<file path="config.mk">
export PLATFORM = sky130hd
export DESIGN_NAME = button_debouncer
export DESIGN_NICKNAME = d
export VERILOG_FILES = /design/src/rtl/button_debouncer.sv
export SDC_FILE = /design/constraint.sdc
export NUM_CORES = 1
export LEC_CHECK = 0
export ABC_CLOCK_PERIOD_IN_PS = 4370
export BUFFER_PORTS_ARGS = -buffer_cell sky130_fd_sc_hd__buf_4
export CAP_MARGIN = 20
export CORE_MARGIN = 5
export CORE_UTILIZATION = 60
export DETAILED_ROUTE_END_ITERATION = 8
export GPL_TIMING_DRIVEN = 1
export PLACE_DENSITY = 0.74
export SLEW_MARGIN = 10
export SYNTH_ARGS = -nofsm -noshare
export SYNTH_HDL_FRONTEND = slang
export SYNTH_SLANG_ARGS = --single-unit
</file>
<file path="constraint.sdc">
create_clock -name clk -period 4.37 [get_ports clk]
set_input_delay 0 -clock clk [delete_from_list [all_inputs] [get_ports clk]]
set_output_delay 0 -clock clk [all_outputs]
set_load 0.01 [all_outputs]
</file>
<file path="src/rtl/button_debouncer.sv">
// Per-channel 2-flop synchronizer and debouncer for raw push-button pins.
// Each channel gives a clean level plus one-cycle press and release pulses.
module button_debouncer #(
    parameter int WIDTH         = 4,
    parameter int STABLE_CYCLES = 500000,
    parameter int CNT_W         = 20
) (
    input  logic             clk,
    input  logic             reset,
    input  logic [WIDTH-1:0] btn_in,
    output logic [WIDTH-1:0] btn_level,
    output logic [WIDTH-1:0] btn_press,
    output logic [WIDTH-1:0] btn_release
);

    // state   | meaning
    // LOW     | accepted level 0, watching for a rising input
    // WAIT_HI | input went high, counting stable-high cycles
    // HIGH    | accepted level 1, watching for a falling input
    // WAIT_LO | input went low, counting stable-low cycles
    typedef enum logic [1:0] {
        LOW     = 2'd0,
        WAIT_HI = 2'd1,
        HIGH    = 2'd2,
        WAIT_LO = 2'd3
    } state_t;

    localparam logic [CNT_W-1:0] CNT_LAST = CNT_W'(STABLE_CYCLES - 1);

    logic [WIDTH-1:0] sync_q1;
    logic [WIDTH-1:0] sync_q2;
    state_t           state [WIDTH];
    logic [CNT_W-1:0] cnt   [WIDTH];

    always_ff @(posedge clk) begin
        if (reset) begin
            sync_q1     <= '0;
            sync_q2     <= '0;
            btn_level   <= '0;
            btn_press   <= '0;
            btn_release <= '0;
            for (int i = 0; i < WIDTH; i++) begin
                state[i] <= LOW;
                cnt[i]   <= '0;
            end
        end else begin
            sync_q1     <= btn_in;
            sync_q2     <= sync_q1;
            btn_press   <= '0;
            btn_release <= '0;
            for (int i = 0; i < WIDTH; i++) begin
                case (state[i])
                    LOW: begin
                        if (sync_q2[i]) begin
                            state[i] <= WAIT_HI;
                            cnt[i]   <= '0;
                        end
                    end
                    WAIT_HI: begin
                        if (!sync_q2[i]) begin
                            state[i] <= LOW;
                        end else if (cnt[i] == CNT_LAST) begin
                            state[i]     <= HIGH;
                            btn_level[i] <= 1'b1;
                            btn_press[i] <= 1'b1;
                        end else begin
                            cnt[i] <= cnt[i] + 1'b1;
                        end
                    end
                    HIGH: begin
                        if (!sync_q2[i]) begin
                            state[i] <= WAIT_LO;
                            cnt[i]   <= '0;
                        end
                    end
                    WAIT_LO: begin
                        // a return to high mid-count is bounce; level never dropped
                        if (sync_q2[i]) begin
                            state[i] <= HIGH;
                        end else if (cnt[i] == CNT_LAST) begin
                            state[i]       <= LOW;
                            btn_level[i]   <= 1'b0;
                            btn_release[i] <= 1'b1;
                        end else begin
                            cnt[i] <= cnt[i] + 1'b1;
                        end
                    end
                    default: begin
                        state[i] <= LOW;
                        cnt[i]   <= '0;
                    end
                endcase
            end
        end
    end

endmodule

</file>
# Yosys cells after proc, flatten, opt, wreduce, memory -nomap -nowiden
# Memories as Yosys holds them, arrays and structs flattened.
# Cells that the tools add are included.
# classes
n_reduce_logical	12
muxes	190
eq_ne	32
addsub	4
bitwise_logic	40
# ops
operator	count
$mux W20	16
$mux W1	146
$add A20 B1 Y20 const B	4
$eq A20 B19 Y1 const B	4
$mux W2	24
$or A1 B1 Y1	40
$ne A2 B2 Y1 const B	16
$reduce_and A5 Y1	4
$eq A2 B2 Y1 const B	8
$eq A2 B1 Y1 const B	4
$logic_not A2 Y1	4
$pmux W1 S2	4
$reduce_bool A2 Y1	4
# word_totals
mem_bits_rw	88
ff_bits	20
output_inout_bits	12
in_bits	6
memories	2
wordCells	288
# memory_table
name	depth	width	read_ports	rd_clocked_by_memory_dff	wr	line_no	rtl
cnt	4	20	4	0	4	33	logic [CNT_W-1:0] cnt [WIDTH];
state	4	2	4	0	4	32	state_t state [WIDTH];

# Logic depth before layout (Yosys ltp)
# Gate-level depths: netlist of run 1.
# logic_depth
word_depth	10
depth_mapped	8
depth_no_buf	5

# Worst setup path after synthesis of run 1
# Ideal clock, no wire load.
# synth_path
kind	register -> register
from	memory cnt[0][12]
to	memory cnt[0][0] (enable)
setup_time_ns	0.333
t_required_ns	4.037
n_path_buf	0
path_stages_with_launch	5
arrival_time_ns	2.137
period_less_slack_ns	2.470
slack_ns	1.900
path_cell_list	edfxtp_1 > or4b_1 > or4_1 > or2_1 > a21o_1
# synth_lines
item	line_no
start, declared	33

==> summary.md, run 1 <==
| Metric | Value |
|---|---|
| RSZ-0062 raised after global routing | false |
| CTS buffer count | 9 |
| Die Y | 107 um |
| CTS tree | yes |
| Total power | 2.84 mW |
| Clock period minus worst slack | 2.77 ns |
| Post-synth EDFFs | 88 |
| Max IR drop VDD | 0.255 mV |
| Worst R2R Setup Slack | 1.60 ns |
| Post-synth ARST share | 0 |
| Nets@finish | 561 |
| Busiest layer in global routing | met2 |
| Post-route ant nets | 0 |
| Drt via density | 6.04 |
| Die area | 11400 um^2 |
| Min-delay worst type | primary input to register |
| Pwr dens | 472 nW/um^2 |
| DR iter-0 viols | 179 |
| Net Sw Frac | 0.324 |
| Post-CTS resize count | 0 |
| Setup violators final | 0 |
| GRT Total Usage | 0.185 |
| Register-to-Register Path Depth | 4 |
| Vias in the first global route | 3913 |
| Synth warn | 0 |
| Input/output buffers | 17 |
| Critical path arrival | 2.84 ns |
| WS Path Type | register to register |
| Ant diodes | 0 |
| Area delta synth->final | 7.36% |
| Sw Pwr | 0.922 mW |
| Cell-internal power | 1.92 mW |
| Largest cells by area after synthesis | edfxtp_1, dfxtp_1, xor2_1, nor2_1, xnor2_1 |
| Avg Cell Area, Syn | 10.4 um^2 |
| Worst-path fanout max | 20 |
| Top cell type's share of synthesized area | 0.471 |
| Initial antenna violation count | 0 |
| M2 GR Usage | 0.318 |
| Met3 usage in global routing | 0.0373 |
| Met1 Use GR | 0.244 |
| H-tree depth | 3 |
| Crit path required time | 4.44 ns |
| R2r startpoint | cnt[1][9]$_SDFFCE_PN0P_ |
| Slew headroom | 0.464 |
| Logic pwr share | 0.180 |
| Max cap viols | 0 |
| Routed wire length | 10200 um |
| Gpl congestion | 0.780 |
| Worst slew pin tran | 0.804 ns |
| Status | complete, no violations |
| Commonest non-fill, non-tap cell in the layout | edfxtp_1 |
| Clock Power Share | 0.212 |
| CP Launch Point | cnt[1][9]$_SDFFCE_PN0P_ |
| Net Count, Synth | 550 |
| First-pass GRT wire length | 17500 um |
| R2r endpoint | state[1][1]$_SDFFCE_PP0P_ |
| Clock buffer depth | 2 |
| Seq pwr share | 0.608 |
| Final cycle utilization of the critical path | 0.633 |
| Dominant cell type by area after synthesis | edfxtp_1 |
| GR Overflow Total | 0 |
| Final Max Tran Viols | 0 |
| Clock Skews | 0.00991 ns |
| IO Pins | 18 |
| Via count | 4032 |
| Core area | 9200 um^2 |
| Layout cells sized above 1 | 0.0737 |
| Detailed-route DRC error count | 0 |
| Register area share after synthesis | 0.542 |
| Setup TNS | 0 ns |
| Starting density of the core | 0.610 |
| Die W | 107 um |
| Critical path endpoint | state[1][1]$_SDFFCE_PP0P_ |
| FF+latch count, synth | 108 |
| Latest clock arrival within the worst-skew pair | 0.36 ns |
| # rows | 35 |
| Commonest non-fill, non-tap cells in the layout | edfxtp_1, nor2_1, xor2_1 |
| Leakage | 1.95 nW |
| Detailed Routing Iterations Pass 1 | 4 |
| Clock Root Buffer | clkbuf_8 |
| Setup crit start kind | register |
| Hpwl dp | 6960 um |
| Wire per inst | 15.2 um |
| Worst-path clk slew | 0.10 ns |
| Fmax | 0.362 GHz |
| Post-Syn Area | 5610 um^2 |
| Final hold vios | 0 |
| Largest net degree at the start of global routing | 34 |
| Syn Inst Count | 540 |
| Crit. End Element | register |
| Sinks on the clock net | 108 |
| Most common flop cell mapped by yosys | edfxtp_1 |
| Distinct cell type count after synthesis | 44 |
## flip-flops by register name, indices dropped and copies added, names as in the netlist
| name | count |
|---|---|
| cnt | 80 |
| state | 8 |
| btn_level | 4 |
| btn_press | 4 |
| btn_release | 4 |
| sync_q1 | 4 |
| sync_q2 | 4 |
## layout make-up
type	count	area, um^2
fill	761	3170
sequential	108	3040
multi-input combinational	393	2420
timing repair buffer	21	168
clock buffer	11	141
tap	111	139
inverter	18	67.6
clock inverter	5	51.3
## critical path: stages, from the launching register on
cell and delay, ns:
edfxtp_1 0.47, or4b_2 0.68, nor3_1 0.43, a21o_1 0.62
o31a_1 0.28
## metal layers
metal,routed length (um),part of all wire
met3,242,0.024
met1,4870,0.48
met5,0,0
met4,85,0.0084
met2,4970,0.49
## timing repair
action	CTS	global route
hold endpoints to repair	4	0
setup buffers	0	0
setup endpoints to repair	0	0
hold buffers	4	0
## worst min-delay path by stage
stage               from                     to  slack (ns)  depth (start not counted)
2_1_floorplan  btn_in[0]  sync_q1[0]$_SDFF_PP0_        0.13                          1
3_3_place_gp   btn_in[0]  sync_q1[0]$_SDFF_PP0_        0.22                          2
3_5_place_dp   btn_in[0]  sync_q1[0]$_SDFF_PP0_        0.22                          2
4_1_cts            reset  sync_q2[0]$_SDFF_PP0_        0.02                          2
5_1_grt            reset  sync_q1[0]$_SDFF_PP0_        0.03                          2
6_report           reset  sync_q1[3]$_SDFF_PP0_        0.03                          2
## through the flow
| stage | instance area (um^2) | hold WS [ns] | setup WS, ns | utilization | cells |
|---|---|---|---|---|---|
| after floorplan | 5610 | 0.128 | 1.90 | - | 540 |
| after global placement | 5790 | 0.223 | 1.72 | 0.630 | 647 |
| after detailed placement | 5790 | 0.218 | 1.65 | 0.630 | 647 |
| after CTS | 6030 | 0.0175 | 1.61 | 0.655 | 667 |
| after global routing | 6030 | 0.0262 | 1.46 | 0.655 | 667 |
| final | 6030 | 0.0269 | 1.60 | 0.655 | 667 |
## synthesized netlist by cell type, types with 2 or more instances
library cell  number
nand4_1           29
and3_1             4
xor2_1            37
nor2_1            68
or2_2              3
nand2_1           31
o21ai_0           16
nor4b_1            3
a31o_2             2
a21o_1             7
xnor2_1           21
buf_2              6
ha_1               4
edfxtp_1          88
dfxtp_1           20
clkbuf_1          14
a21oi_1           28
or4_1             17
nor3b_1            3
nor2b_1           11
and2_1             5
nor3_1             5
o31a_1             2
o31ai_1           12
or4b_2             2
or4b_1             2
nor4_1            12
inv_1             17
a31oi_1            3
and4_1            10
or3_1             14
nand3_1           32
## power by group through the flow
stage | logic, mW | clock network (mW) | registers (mW)
after floorplan | 0.440 | 0 | 1.65
after global placement | 0.490 | 0 | 1.73
after detailed placement | 0.507 | 0 | 1.75
after CTS | 0.516 | 0.611 | 1.72
after global routing | 0.580 | 0.659 | 1.77
final | 0.512 | 0.603 | 1.73
## kinds of logic after synthesis
kind of cell / Yosys count / synth area share
xor gates and xnor gates: 58 / 0.0905
AOI/OAI and AO/OA: 73 / 0.0791
adders and majority gates: 4 / 0.00892
buffers and inverters: 39 / 0.0274
and+or+nand+nor: 258 / 0.252
DFF: 108 / 0.542
(Power assumes the default switching activity.)
==> run 2: changes to the inputs <==
--- a/config.mk
+++ b/config.mk
@@ -5,14 +5,14 @@
 export SDC_FILE = /design/constraint.sdc
 export NUM_CORES = 1
 export LEC_CHECK = 0
-export ABC_CLOCK_PERIOD_IN_PS = 4370
+export ABC_CLOCK_PERIOD_IN_PS = 2250
 export BUFFER_PORTS_ARGS = -buffer_cell sky130_fd_sc_hd__buf_4
 export CAP_MARGIN = 20
 export CORE_MARGIN = 5
-export CORE_UTILIZATION = 60
+export CORE_UTILIZATION = 56
 export DETAILED_ROUTE_END_ITERATION = 8
 export GPL_TIMING_DRIVEN = 1
-export PLACE_DENSITY = 0.74
+export PLACE_DENSITY = 0.73
 export SLEW_MARGIN = 10
 export SYNTH_ARGS = -nofsm -noshare
 export SYNTH_HDL_FRONTEND = slang
==> constraint.sdc (replaced) <==
create_clock -name clk -period 2.25 [get_ports clk]
set_input_delay 0 -clock clk [delete_from_list [all_inputs] [get_ports clk]]
set_output_delay 0 -clock clk [all_outputs]
set_load 0.01 [all_outputs]
==> run 2 against run 1 <==
Effect of this change:
- register-to-register slack worse by 1.6 ns
- critical path depth unchanged
- clock-buffer cell count fell by 1
- sequential cell count is the same
- clock skew shrank 0.00051 ns
- sequential power increased by 89%
- critical endpoint is now cnt[0][1]$_SDFFCE_PN0P_
- total power is 100% higher
- maximum frequency grew 24%
- die area increased by 6.5%
==> summary.md, run 2 (synthesis gave the netlist of run 1 again) <==
| Metric | Value |
|---|---|
| Status | complete, no violations |
| CTS buffer count | 9 |
| Hold slack | 0.0481 ns |
| Detailed Routing Iterations Pass 1 | 4 |
| Worst-path clk slew | 0.10 ns |
| Final cycle utilization of the critical path | 0.989 |
| Die Y | 110 um |
| H-tree depth | 3 |
| GR Overflow Total | 0 |
| Nets@finish | 604 |
| Die area | 12100 um^2 |
| Min-delay worst type | primary input to register |
| Setup TNS | 0 ns |
| Layout cells sized above 1 | 0.160 |
| Worst-path fanout max | 5 |
| Commonest non-fill, non-tap cells in the layout | edfxtp_1, nor2_1, buf_4 |
| Clock buffer depth | 2 |
| Crit. End Element | register |
| Detailed-route DRC error count | 0 |
| First-pass GRT wire length | 18100 um |
| WS Path Type | register to register |
| Leakage | 2.18 nW |
| Slew headroom | 0.450 |
| Die W | 110 um |
| Area delta synth->final | 15.1% |
| Hpwl dp | 7200 um |
| Post-Layout Cell Count | 732 |
| Max cap viols | 0 |
| Final hold vios | 0 |
| Drt via density | 5.76 |
| Clock Root Buffer | clkbuf_8 |
| Final Max Tran Viols | 0 |
| Critical path arrival | 2.36 ns |
| Setup violators final | 0 |
| # rows | 36 |
| Crit path required time | 2.39 ns |
| RSZ-0062 raised after global routing | true |
| Final Util | 0.661 |
| Place WS | -0.0363 ns |
| Sinks on the clock net | 108 |
| Latest clock arrival within the worst-skew pair | 0.37 ns |
| Placed instance count | 709 |
| Clock Skews | 0.00940 ns |
| Via count | 4217 |
| Commonest non-fill, non-tap cell in the layout | edfxtp_1 |
| Fin worst setup slack | 0.0244 ns |
| Ant diodes | 0 |
| Biggest cell delay along the critical path | 0.55 ns |
| Worst path buffer plus inverter count | 0 |
| Fmax | 0.449 GHz |
| Slowest-stage cell, CP | or4b_4 |
| IO Pins | 18 |
| Setup crit start kind | register |
| DR iter-0 viols | 277 |
| Routed wire length | 10600 um |
| Worst slew pin tran | 0.822 ns |
| Post-CTS repair timing setup buffer count | 0 |
| Input/output buffers | 17 |
| CP top delay family | simple AND/OR/NAND/NOR gates |
| Max IR drop VDD | 0.471 mV |
| Post-route ant nets | 0 |
| Largest net degree at the start of global routing | 36 |
| Pwr dens | 887 nW/um^2 |
| Largest register FFs | 80 |
| Crit path cell chain | or4b_4 > or4_4 > or2_4 > a21o_4 |
| CTS tree | yes |
| Gpl congestion | 0.864 |
| Core area | 9770 um^2 |
| Wire per inst | 14.5 um |
| Largest registers | cnt: 80 flops, state: 8 flops |
| Initial antenna violation count | 0 |
| GRT Total Usage | 0.187 |
| Starting density of the core | 0.574 |
| Top reg by flops | cnt |
| Clock period minus worst slack | 2.23 ns |
| Vias in the first global route | 4035 |
==> run 2: changes by cell type in the layout (fill, tap and decap cells not counted), sizes merged <==
cell | before | now
a21o | 7 | 10
buf | 17 | 57
bufinv | 1 | 0
clkbuf | 11 | 10
clkinv | 5 | 4
inv | 17 | 20
==> run 2: per-layer routing <==
metal / part of all wire / vias to the layer above / GRT usage / wire, um
met1: 0.47 / 2013 / 0.247 / 4990
met2: 0.48 / 68 / 0.312 / 5120
li1: - / 2124 / - / -
met5: 0 / - / 0 / 0
met3: 0.036 / 12 / 0.0297 / 384
met4: 0.012 / 0 / 0.0721 / 125
==> run 2: layout make-up <==
cell class | count | area (um^2)
clock buffers | 10 | 138
clock inverters | 6 | 46.3
fillers | 806 | 3310
inverters | 18 | 67.6
multi-input cells | 396 | 2490
flip-flops and latches | 108 | 3040
well taps | 133 | 166
repair buffers | 61 | 505
==> run 2: worst paths after layout <==
| check | cells past startpoint | end | startpoint | slack (ns) |
|---|---|---|---|---|
| max | 4 | cnt[0][1]$_SDFFCE_PN0P_ | cnt[0][12]$_SDFFCE_PN0P_ | 0.02 |
| max reg2reg | 4 | cnt[0][1]$_SDFFCE_PN0P_ | cnt[0][12]$_SDFFCE_PN0P_ | 0.02 |
| min | 2 | sync_q1[3]$_SDFF_PP0_ | reset | 0.05 |
| min reg2reg | 1 | sync_q2[2]$_SDFF_PP0_ | sync_q1[2]$_SDFF_PP0_ | 0.44 |
==> run 2: metrics by stage <==
stage	total power, mW	area [um^2]
2_1_floorplan	4.06	5620
3_3_place_gp	4.50	6170
3_5_place_dp	4.56	6170
4_1_cts	5.72	6420
5_1_grt	6.06	6460
6_report	5.73	6460
==> run 2: where the power goes <==
group | switching, mW | internal [mW]
Clock | 0.686 | 0.445
Combinational | 0.725 | 0.599
Sequential | 0.491 | 2.78
==> run 2: timing repair <==
action | 4_1_cts | 5_1_grt
setup endpoints to repair | 20 | 39
resized for setup | 3 | 6
endpoints found under the hold margin | 4 | 0
cloned | 2 | 1
hold buffers | 4 | 0
